**config.mk**
```make
export PLATFORM = sky130hd
export DESIGN_NAME = fir_coef_loader
export DESIGN_NICKNAME = d
export VERILOG_FILES = /design/src/rtl/fir_pkg.sv /design/src/rtl/fir_coef_loader.sv
export SDC_FILE = /design/constraint.sdc
export NUM_CORES = 1
export LEC_CHECK = 0
export BUFFER_PORTS_ARGS = -buffer_cell sky130_fd_sc_hd__buf_4
export CORE_MARGIN = 5
export CORE_UTILIZATION = 52
export DETAILED_ROUTE_END_ITERATION = 10
export HOLD_SLACK_MARGIN = 0.12
export PLACE_DENSITY = 0.73
export SLEW_MARGIN = 20
export SYNTH_ARGS = -nofsm -noshare
export SYNTH_HDL_FRONTEND = slang
export SYNTH_SLANG_ARGS = --single-unit
```
**constraint.sdc**
```tcl
create_clock -name clk20 -period 2.26 [get_ports clk20]
set_input_delay 0.452 -clock clk20 [delete_from_list [all_inputs] [get_ports clk20]]
set_output_delay 0.452 -clock clk20 [all_outputs]
set_load 0.01 [all_outputs]
```
**src/rtl/fir_pkg.sv**
```systemverilog
// Shared types and constants for the FIR coefficient path.
// Latency: n/a (declarations only).
// Backpressure: n/a.
package fir_pkg;

    // Coefficient / checksum width: signed, 4 fractional bits (16 = 1.0)
    localparam int CW         = 13;
    // Reset value of c0; with c1..c4 at zero the filter passes data through
    localparam int DEFAULT_C0 = 16;
    // Number of filter taps held in the shadow bank
    localparam int NTAPS      = 5;

    typedef enum logic [1:0] {
        IDLE   = 2'd0,
        LOAD   = 2'd1,
        CHECK  = 2'd2,
        COMMIT = 2'd3
    } state_t;

    localparam logic [1:0] ERR_NONE = 2'b00;
    localparam logic [1:0] ERR_CSUM = 2'b01;
    localparam logic [1:0] ERR_TMO  = 2'b10;

endpackage

```
**src/rtl/fir_coef_loader.sv**
```systemverilog
// Loads five signed coefficients plus checksum, commits all five atomically to c0..c4.
// Latency: coefficients and load_done update one cycle after the checksum is accepted.
// Backpressure: wr_ready high only while collecting a frame; words offered otherwise are dropped.
module fir_coef_loader #(
    parameter int CW         = fir_pkg::CW,
    parameter int TIMEOUT    = 64,
    parameter int DEFAULT_C0 = fir_pkg::DEFAULT_C0
) (
    input  logic                 clk20,
    input  logic                 reset,
    input  logic                 start,
    input  logic                 wr_valid,
    input  logic signed [CW-1:0] wr_data,
    output logic                 wr_ready,
    output logic signed [CW-1:0] c0,
    output logic signed [CW-1:0] c1,
    output logic signed [CW-1:0] c2,
    output logic signed [CW-1:0] c3,
    output logic signed [CW-1:0] c4,
    output logic                 busy,
    output logic                 load_done,
    output logic                 err,
    output logic [1:0]           err_code
);
    import fir_pkg::*;

    // Idle-cycle timer; a zero TIMEOUT still needs a one-bit vector
    localparam int            TW       = (TIMEOUT > 0) ? $clog2(TIMEOUT + 1) : 1;
    localparam logic [TW-1:0] TMO_LAST = TW'(TIMEOUT - 1);
    localparam logic [2:0]    IDX_LAST = 3'(NTAPS - 1);

    state_t                state_q, state_d;
    logic [2:0]            idx_q, idx_d;
    logic signed [CW-1:0]  sum_q, sum_d;
    logic [TW-1:0]         timer_q, timer_d;
    logic signed [CW-1:0]  shadow_q [NTAPS];
    logic signed [CW-1:0]  shadow_d [NTAPS];
    logic signed [CW-1:0]  c_q      [NTAPS];
    logic signed [CW-1:0]  c_d      [NTAPS];
    logic                  wr_ready_q, wr_ready_d;
    logic                  busy_q, busy_d;
    logic                  load_done_q, load_done_d;
    logic                  err_q, err_d;
    logic [1:0]            err_code_q, err_code_d;

    logic                  in_frame;
    logic                  accept;
    logic                  csum_ok;
    logic                  tmo_hit;

    // wr_ready_q is high exactly in LOAD/CHECK, so it doubles as the frame-active qualifier
    assign in_frame = wr_ready_q;
    assign accept   = wr_valid && wr_ready_q;
    assign csum_ok  = (wr_data == sum_q);
    // Fires on the TIMEOUT-th idle cycle; an acceptance or restart in that cycle wins
    assign tmo_hit  = (TIMEOUT > 0) && in_frame && !start && !accept && (timer_q == TMO_LAST);

    // State register
    always_ff @(posedge clk20) begin
        if (!reset) begin
            state_q <= IDLE;
        end else begin
            state_q <= state_d;
        end
    end

    // Next-state logic: restart has priority, then acceptance, then timeout
    always_comb begin
        state_d = state_q;
        unique case (state_q)
            IDLE: begin
                if (start) state_d = LOAD;
            end
            LOAD: begin
                if (start)                             state_d = LOAD;
                else if (accept && idx_q == IDX_LAST)  state_d = CHECK;
                else if (tmo_hit)                      state_d = IDLE;
            end
            CHECK: begin
                if (start)        state_d = LOAD;
                else if (accept)  state_d = csum_ok ? COMMIT : IDLE;
                else if (tmo_hit) state_d = IDLE;
            end
            COMMIT: begin
                // start is ignored here; the commit always completes
                state_d = IDLE;
            end
            default: state_d = IDLE;
        endcase
    end

    // Output logic: flags decoded from the next state plus one-cycle pulses and active bank
    always_comb begin
        wr_ready_d  = (state_d == LOAD) || (state_d == CHECK);
        busy_d      = (state_d != IDLE);
        load_done_d = 1'b0;
        err_d       = 1'b0;
        err_code_d  = err_code_q;
        c_d         = c_q;
        if (state_q == COMMIT) begin
            c_d         = shadow_q;
            load_done_d = 1'b1;
        end else if (in_frame && !start) begin
            if (accept && state_q == CHECK && !csum_ok) begin
                err_d      = 1'b1;
                err_code_d = ERR_CSUM;
            end else if (tmo_hit) begin
                err_d      = 1'b1;
                err_code_d = ERR_TMO;
            end
        end
    end

    // Frame datapath: shadow bank, running checksum, word index, idle timer
    always_comb begin
        idx_d    = idx_q;
        sum_d    = sum_q;
        timer_d  = timer_q;
        shadow_d = shadow_q;
        if (start && state_q != COMMIT) begin
            idx_d   = '0;
            sum_d   = '0;
            timer_d = '0;
            for (int i = 0; i < NTAPS; i++) shadow_d[i] = '0;
        end else if (in_frame) begin
            if (accept) begin
                timer_d = '0;
                if (state_q == LOAD) begin
                    shadow_d[idx_q] = wr_data;
                    sum_d           = sum_q + wr_data;
                    idx_d           = idx_q + 3'd1;
                end
            end else if (tmo_hit) begin
                timer_d = '0;
            end else begin
                timer_d = timer_q + 1'b1;
            end
        end
    end

    // Datapath and output registers
    always_ff @(posedge clk20) begin
        if (!reset) begin
            idx_q       <= '0;
            sum_q       <= '0;
            timer_q     <= '0;
            wr_ready_q  <= 1'b0;
            busy_q      <= 1'b0;
            load_done_q <= 1'b0;
            err_q       <= 1'b0;
            err_code_q  <= ERR_NONE;
            for (int i = 0; i < NTAPS; i++) begin
                shadow_q[i] <= '0;
                c_q[i]      <= (i == 0) ? CW'(DEFAULT_C0) : '0;
            end
        end else begin
            idx_q       <= idx_d;
            sum_q       <= sum_d;
            timer_q     <= timer_d;
            wr_ready_q  <= wr_ready_d;
            busy_q      <= busy_d;
            load_done_q <= load_done_d;
            err_q       <= err_d;
            err_code_q  <= err_code_d;
            shadow_q    <= shadow_d;
            c_q         <= c_d;
        end
    end

    assign wr_ready  = wr_ready_q;
    assign busy      = busy_q;
    assign load_done = load_done_q;
    assign err       = err_q;
    assign err_code  = err_code_q;
    assign c0        = c_q[0];
    assign c1        = c_q[1];
    assign c2        = c_q[2];
    assign c3        = c_q[3];
    assign c4        = c_q[4];

endmodule

```
==> impl_metrics.tcl <==
set metrics [dict create \
    setup_tns_ns -0.0219 \
    seqCellArea_um2 3230 \
    finalHoldViolCount 0 \
    pre_cts_ws_ns -0.397 \
    initial_utilization_pct 53.0 \
    multi_input_comb_area_um2 3360 \
    setup_ws_ns -0.0219 \
    hpwlAfterDp_um 12100 \
    placed_area_um2 7800 \
    synth.largest_area_cell "dfxtp_1" \
    cts.sinks 161 \
    rsz0062_at_grt "yes" \
    run_status "finished, violations left" \
    synthTopCellsByArea "dfxtp_1, nand2_1, a21boi_0" \
    setup_viol 1 \
    avgViaCountPerCell 5.38 \
    pin_count 88 \
    crit_chain "ha_4, nor4_4, a41oi_2, nor4b_2, a31oi_1, or2_1, ha_1, and2_1" \
    synth.top_cell.area_share_pct 48.4 \
    period_share_pct 101 \
    yosysUniqueCellTypes 59 \
    grt_use_total_pct 23.3 \
    path_clk_slew_ns 0.06 \
    n_antenna_cell 0 \
    crit_path_start_kind "flop" \
    powerDensity_nw_per_um2 698 \
    finalMaxSlewViolations 0 \
    drtIter0Drc 233 \
    syn_inst 760 \
    required_ns 2.57 \
    synthArstFlopShare_pct 0 \
    netlist_area_um2 6670 \
    ant_nets 0 \
    r2r_cells 8 \
    cts_tree "built" \
    yosys_warnings 0 \
    ys_seq_area_share_pct 48.4 \
    fin_crit_ns 2.28 \
    relSlewSlack_pct 51.5 \
    avgSynthCellArea_um2 8.77 \
    fin_nets 899 \
    postCtsHoldBufs 0 \
    grt_pass1_vias 5558 \
    synth_nets 794 \
    final_common_cell "nand2_1" \
    antenna_found_initial 0 \
    drive_gt1_share_pct 22.2 \
    worst_pin_slew_ns 0.728 \
    gp_congestion 0.861 \
    final_area_um2 8390 \
    routed_wl_um 17200 \
    htreeDepth 4 \
    core_area_um2 12600 \
    io_buffers 87 \
    rows 41 \
    end_kind "flop" \
    area_growth_pct 25.9 \
    worst_path_largest_cell_delay_ns 0.33 \
    hold_depth 2 \
    die_area_um2 15200 \
    clockBufferDepth 2 \
    worstPathArrival_ns 2.60 \
    clock.fmax_ghz 0.438 \
    synth_flop_cell "dfxtp_1" \
    grt_max_degree 68 \
    p_leak_nw 3.19 \
    hold-worst-slack_ns 0.261 \
    violations "negative setup slack" \
    root_buffer "clkbuf_16" \
    crit_type "reg2reg" \
    overflow 0 \
    remaining_drc_errors 0 \
    numCtsBuffers 17 \
    cp_max_fo 2 \
    fillers 1061 \
    dr.pass1.iters 6 \
    die_w_um 123 \
    hp-class "in2reg" \
    cap_violations 0 \
    final_cell_mix "nand2_1, dfxtp_1, buf_4" \
    chipHeight_um 123 \
    cp_slowest_cell "dfxtp_2" \
    grt_pass1_wl_um 27400 \
    avgRoutedWirePerCell_um 16.4 \
    worst_clock_skew_ns 0.00638 \
    ir_drop_v 0.000541 \
    vias 5621 \
    ys_seq_elements 161 \
    synth_edf_count 0 \
    clk_latency_ns 0.42 \
]
==> sequential cells by signal (all words and copies together) (netlist names) <==
register,flops
state_q,2
timer_q,7
wr_ready,1
busy,1
sum_q,13
idx_q,3
load_done,1
shadow_q,65
err,1
c3,13
err_code,2
c4,13
c2,13
c0,13
c1,13
==> through the flow <==
step           power (W)  utilization (%)  std cells
6_report         0.00586             66.8       1045
5_1_grt          0.00604             66.8       1045
4_1_cts          0.00590             66.7       1045
3_5_place_dp     0.00322             62.1       1017
3_3_place_gp     0.00321             62.1       1017
2_1_floorplan    0.00307                -        760
==> cell families after synthesis <==
logic type / synth area share, %
AO/OA/AOI/OAI: 14.6
XOR/XNOR: 1.84
adder cells (fa/ha/maj): 3.30
buffers and inverters: 3.89
flip-flops: 48.4
multiplexers: 6.01
AND/OR/NAND/NOR: 22.0
==> cell type report <==
| class | count | share of cell area, % |
|---|---|---|
| sequential | 161 | 38.5 |
| timing repair buffer | 134 | 12.1 |
| multi-input combinational | 543 | 40.0 |
| clock buffer | 21 | 5.37 |
| tap | 172 | 2.56 |
| clock inverter | 6 | 1.03 |
| inverter | 8 | 0.358 |
==> Yosys cell counts (all sizes together), types with 3 or more instances <==
| library cell | instances |
|---|---|
| nand2 | 209 |
| a21o | 5 |
| clkbuf | 19 |
| o21ai | 8 |
| a21oi | 50 |
| ha | 16 |
| xnor2 | 9 |
| dfxtp | 161 |
| nor3b | 3 |
| nor4 | 9 |
| xor2 | 5 |
| nor3 | 4 |
| nor2 | 52 |
| a21boi | 66 |
| and3 | 3 |
| inv | 8 |
| nand4 | 6 |
| nand3 | 21 |
| and2 | 6 |
| buf | 29 |
| mux2i | 40 |
==> what timing repair did <==
item                       4_1_cts  5_1_grt
resized for setup                5        7
setup endpoints to repair        2        1
buffers inserted                 1        0
pin swaps                        5        7
==> routing by layer <==
metal	global-route usage [%]	part of all wire [%]	up-vias
li1	-	-	2756
met1	28.3	42	2693
met2	39.9	49	142
met3	5.26	6.0	30
met4	9.55	2.7	0
met5	0	0	-
==> report_power, final <==
part | total [W] | switching (W) | internal (W)
logic | 0.000311 | 0.000182 | 0.000129
clock network | 0.00269 | 0.00107 | 0.00162
registers | 0.00286 | 0.0000124 | 0.00285
==> path summary, 6_finish.rpt <==
path	startpoint	end	slack [ns]
worst max register to register	sum_q[3]$_SDFFE_PP0P_	wr_ready$_SDFF_PN0_	-0.02
worst min register to register	shadow_q[53]$_SDFFE_PP0P_	shadow_q[53]$_SDFFE_PP0P_	0.46
worst max-delay path	sum_q[3]$_SDFFE_PP0P_	wr_ready$_SDFF_PN0_	-0.02
worst min-delay path	start	state_q[1]$_SDFF_PN0_	0.26
==> critical path: cells and delay by family, from the launching register on <==
family                   cells  cell delay [ns]
AND/OR/NAND/NOR              4             1.04
adder cells (fa/ha/maj)      2             0.48
flip-flops                   1             0.33
AO/OA/AOI/OAI                2             0.31
Power figures use the tool's default switching activity.
